===== src/rtl/rr_mux_arbiter_4.sv =====
// ============================================================================
// Module   : rr_mux_arbiter_4
// Brief    : Round-robin burst arbiter and 4:1 mux sequencer for one output
//            channel. Define ARB_TIMEOUT_EN to bound bursts to MAX_BEATS beats.
// Revision : 1.0 - initial release
// ============================================================================
`default_nettype none

module rr_mux_arbiter_4 #(
   parameter int DW        = 8,
   parameter int MAX_BEATS = 16
) (
   input  logic          clk,
   input  logic          rst_n,
   input  logic [3:0]    req,
   input  logic [3:0]    last,
   input  logic [DW-1:0] din0,
   input  logic [DW-1:0] din1,
   input  logic [DW-1:0] din2,
   input  logic [DW-1:0] din3,
   input  logic          out_ready,
   output logic          out_valid,
   output logic [DW-1:0] out_data,
   output logic          out_last,
   output logic [3:0]    gnt,
   output logic [1:0]    sel,
   output logic          busy
);

   typedef enum logic [0:0] {
      IDLE  = 1'b0,
      BURST = 1'b1
   } state_t;

   if (MAX_BEATS < 1) begin : g_bad_max_beats
      $error("MAX_BEATS must be at least 1");
   end

   state_t     state_q, state_d;
   logic [3:0] gnt_q, gnt_d;
   logic [1:0] sel_q, sel_d;
   logic [1:0] ptr_q, ptr_d;

   logic [1:0] pick;
   logic       found;
   logic [1:0] idx;
   logic       xfer;

`ifdef ARB_TIMEOUT_EN
   localparam int CW = $clog2(MAX_BEATS + 1);
   logic [CW-1:0] cnt_q, cnt_d;
   logic          cnt_hit;
   assign cnt_hit = ((cnt_q + CW'(1)) == CW'(MAX_BEATS));
`endif

   assign busy      = (state_q == BURST);
   assign gnt       = gnt_q;
   assign sel       = sel_q;
   assign out_valid = busy & req[sel_q];
   assign out_last  = busy & last[sel_q];
   assign xfer      = out_valid & out_ready;

   always_comb begin
      out_data = din0;
      case (sel_q)
         2'd0:    out_data = din0;
         2'd1:    out_data = din1;
         2'd2:    out_data = din2;
         default: out_data = din3;
      endcase
   end

   // Search starts just after the last winner, so the last winner ranks lowest.
   always_comb begin
      pick  = ptr_q;
      found = 1'b0;
      idx   = ptr_q;
      for (int k = 1; k <= 4; k++) begin
         idx = ptr_q + 2'(k);
         if (!found && req[idx]) begin
            pick  = idx;
            found = 1'b1;
         end
      end
   end

   always_comb begin
      state_d = state_q;
      gnt_d   = gnt_q;
      sel_d   = sel_q;
      ptr_d   = ptr_q;
`ifdef ARB_TIMEOUT_EN
      cnt_d   = cnt_q;
`endif
      case (state_q)
         IDLE: begin
            if (found) begin
               state_d = BURST;
               gnt_d   = 4'b0001 << pick;
               sel_d   = pick;
`ifdef ARB_TIMEOUT_EN
               cnt_d   = '0;
`endif
            end
         end
         default: begin
            if (!req[sel_q] || (xfer && last[sel_q])) begin
               state_d = IDLE;
               gnt_d   = 4'b0000;
               ptr_d   = sel_q;
            end
`ifdef ARB_TIMEOUT_EN
            else if (xfer && cnt_hit) begin
               state_d = IDLE;
               gnt_d   = 4'b0000;
               ptr_d   = sel_q;
            end else if (xfer) begin
               cnt_d   = cnt_q + CW'(1);
            end
`endif
         end
      endcase
   end

   always_ff @(posedge clk or negedge rst_n) begin
      if (!rst_n) begin
         state_q <= IDLE;
         gnt_q   <= 4'b0000;
         sel_q   <= 2'd0;
         ptr_q   <= 2'd3;
`ifdef ARB_TIMEOUT_EN
         cnt_q   <= '0;
`endif
      end else begin
         state_q <= state_d;
         gnt_q   <= gnt_d;
         sel_q   <= sel_d;
         ptr_q   <= ptr_d;
`ifdef ARB_TIMEOUT_EN
         cnt_q   <= cnt_d;
`endif
      end
   end

endmodule

`default_nettype wire


===== config.mk =====
export PLATFORM = sky130hd
export DESIGN_NAME = rr_mux_arbiter_4
export DESIGN_NICKNAME = d
export VERILOG_FILES = /design/src/rtl/rr_mux_arbiter_4.sv
export SDC_FILE = /design/constraint.sdc
export NUM_CORES = 1
export LEC_CHECK = 0
export ABC_AREA = 1
export BUFFER_PORTS_ARGS = -buffer_cell sky130_fd_sc_hd__buf_2
export CELL_PAD_IN_SITES_DETAIL_PLACEMENT = 0
export CELL_PAD_IN_SITES_GLOBAL_PLACEMENT = 2
export CORE_MARGIN = 2
export CORE_UTILIZATION = 22
export CTS_BUF_LIST = sky130_fd_sc_hd__clkbuf_4 sky130_fd_sc_hd__clkbuf_8
export DETAILED_ROUTE_END_ITERATION = 10
export GPL_ROUTABILITY_DRIVEN = 0
export PLACE_DENSITY_LB_ADDON = 0.1
export SLEW_MARGIN = 20
export SYNTH_ARGS = -nofsm -noshare
export SYNTH_HDL_FRONTEND = slang
export SYNTH_SLANG_ARGS = --single-unit

===== constraint.sdc =====
create_clock -name clk -period 2.9 [get_ports clk]
set_input_delay 0.29 -clock clk [delete_from_list [all_inputs] [get_ports clk]]
set_output_delay 0.29 -clock clk [all_outputs]
set_load 0.02 [all_outputs]

==> summary.md <==
| Metric | Value |
|---|---|
| Die height | 70.8 um |
| Clock tree from TritonCTS | done |
| Status | completed |
| Detailed Place HPWL | 2660 um |
| Sum of met3 wire segment lengths after detailed routing | 145 um |
| Max-Slew Margin vs Limit | 68.7% |
| Proportion of netlist area held by the largest area contributor | 33.3% |
| Wire per inst | 11.4 um |
| Post-synth EDFFs | 0 |
| Vias in the first global route | 1216 |
| Synth async-reset ratio | 100% |
| Buffers from clock root to sink, at most | 2 |
| Most used DFF post-synth | dfrtp_1 |
| Std cell rows | 24 |
| Total core area | 4320 um2 |
| TritonRoute pass-1 iters | 4 |
| Total number of vias | 1253 |
| Initial antenna violation count | 0 |
| Die W | 70.8 um |
| Top-Level Pins | 60 |
| Total global routing overflow | 0 |
| Die Outline Area | 5010 um2 |
| Required @ worst endpoint | 2.61 ns |
| Number of failing hold endpoints at the final stage | 0 |
| Critical path startpoint category | flip-flop |
| Area Growth Syn to Fin | 40.4% |
| Synthesized netlist cell count | 166 |
| Final setup violation count | 0 |
| Largest fanout on the critical path | 10 |
| Clock edge transition at the registers on the reported setup and hold paths | 0.05 ns |
| First-pass GRT wire length | 5200 um |
| YS warnings | 0 |
| Post-layout min period | 1.97 ns |
| Setup Crit Path Kind | reg -> out |
| Mean instance size in the synthesized netlist | 5.91 um2 |
| Vias/cell | 4.48 |
| Nets in the synthesized netlist | 209 |
| DR WL met2 | 1550 um |
| Antenna Violating Nets Remaining | 0 |
| Maximum number of pins on one net before global-route repair | 12 |
| Min-Delay Path Class | in -> reg |
| Top metal layer carrying routed signals | met4 |
| Clock insertion delay at the later pin of the skew report | 0.23 ns |
| Highest ir drop seen on vdd | 0.000461 V |
| Seq/Total Area, Yosys | 23.2% |
| Power density over cell area | 1250 nW/um2 |
| Port buffer count | 59 |
| Global router's overall resource usage | 12.5% |
| Layout cells sized above 1 | 40.8% |
| Post-Route Hold Slack | 0.429 ns |
| RSZ-0062 raised after global routing | false |
| Top cell type by total area after synthesis | nand2_1 |
| # clock sinks | 9 |
| Flops & latches, synth | 9 |
| Worst-margin pin slew | 0.469 ns |
| Area of the mapped netlist | 981 um2 |
| Library cell with the highest instance count after synthesis | nand2_1 |
| Drc violations | 0 |
| Number of buffers added by the clock tree synthesis step | 3 |
| Number of levels in the clock H-tree | 1 |
| Setup crit end kind | output pin |
| Fin nets | 272 |
| Fraction of the core area covered by cells at the end of the flow | 31.9% |
| Setup Skew | 0.00196 ns |
| Antenna cell count | 0 |
| Static leakage | 0.000792 uW |
| Summed negative setup slack over all endpoints | 0 ns |
| Share of the clock period used by the worst path | 68.1% |
| Length of routed wiring on met1 | 1420 um |
| Master cell of the clock root buffer | clkbuf_8 |
| Signal arrival time at the worst endpoint | 1.68 ns |
| Number of library cell types mapped by synthesis | 18 |
| Maximum operating frequency | 506 MHz |
| Initial DRC Count | 63 |
| Initial core utilization | 22.7% |
| Routed wire length | 3180 um |
| Most common library cells after synthesis | nand2_1 (87), nand3_1 (15), nand2_2 (9), nand4_1 (9) |
| Max-slew violation count | 0 |
| Leading post-synthesis cells by cell area | nand2_1 (33%), dfrtp_1 (18%), nand3_1 (7.7%) |
| Maxcap violations | 0 |
==> timing repair <==
action                                 4_1_cts  5_1_grt
hold buffers                                 1        0
endpoints found under the hold margin        7        0
gates resized for setup                      0        0
setup buffers                                0        0
==> critical path, stage by stage, from the launching register on <==
cell and delay (ns):
dfrtp_1 0.47, nor2_2 0.41, nand2_1 0.08, o21ai_0 0.09
a21oi_1 0.08, a21oi_1 0.14, buf_2 0.18
==> cell families (layout without fill, tap and decap cells) <==
group                  Yosys count  in the layout  synth area share (%)
buffers and inverters           15             77                  7.27
AND/OR/NAND/NOR                134            134                  65.4
flip-flops                       9              9                  23.2
AO/OA/AOI/OAI                    8              8                  4.08
==> per-layer routing <==
metal | vias to the layer above | track usage (%)
li1 | 654 | -
met1 | 556 | 16.8
met2 | 35 | 20.4
met3 | 8 | 1.85
met4 | 0 | 4.40
met5 | - | 0
==> final cells by class <==
cell class              count  area, um2
repair buffers             60        305
fillers                   512       2950
inverters                  13       48.8
well taps                  52       65.1
clock buffers               4       48.8
flip-flops and latches      9        228
multi-input cells         142        682
==> layout by cell type (no fill, tap or decap), drive strengths merged <==
| cell type | Yosys | final |
|---|---|---|
| dlygate4sd3 | 0 | 1 |
| buf | 2 | 59 |
| o21ai | 6 | 6 |
| clkbuf | 0 | 4 |
| nand4 | 9 | 9 |
| a21oi | 2 | 2 |
| nor2 | 8 | 8 |
| dfrtp | 7 | 7 |
| nand3 | 17 | 17 |
| inv | 13 | 13 |
| nand2 | 100 | 100 |
| dfstp | 2 | 2 |
==> final timing paths <==
kind / from / end / slack (ns) / depth (start not counted)
worst min register to register: gnt[2] / gnt[2] / 0.50 / 2
worst max-delay path: sel[0] / out_valid / 0.93 / 6
max in group asynchronous: rst_n / ptr_q[0] / 2.21 / 2
worst max register to register: ptr_q[0] / sel[0] / 1.14 / 9
min in group asynchronous: rst_n / sel[1] / 0.44 / 2
worst min-delay path: out_ready / ptr_q[0] / 0.43 / 5
==> sequential cells by signal, summed over array words and instances, names as in the netlist <==
name and cells:
ptr_q 2, gnt 4, busy 1, sel 2
==> power by group <==
group | internal [uW] | switching [uW]
Combinational | 412 | 892
Sequential | 193 | 75.5
Clock | 105 | 48.5
Total | 710 | 1020
==> stage by stage <==
step	instance area, um2	worst slack, ns	cells	total power [uW]
final	1380	0.925	280	1730
after global routing	1380	0.803	280	1890
after CTS	1380	0.868	280	1750
after detailed placement	1320	1.12	275	1590
after global placement	1320	1.14	275	1590
after floorplan	981	1.21	166	1260
(Power assumes the default switching activity.)
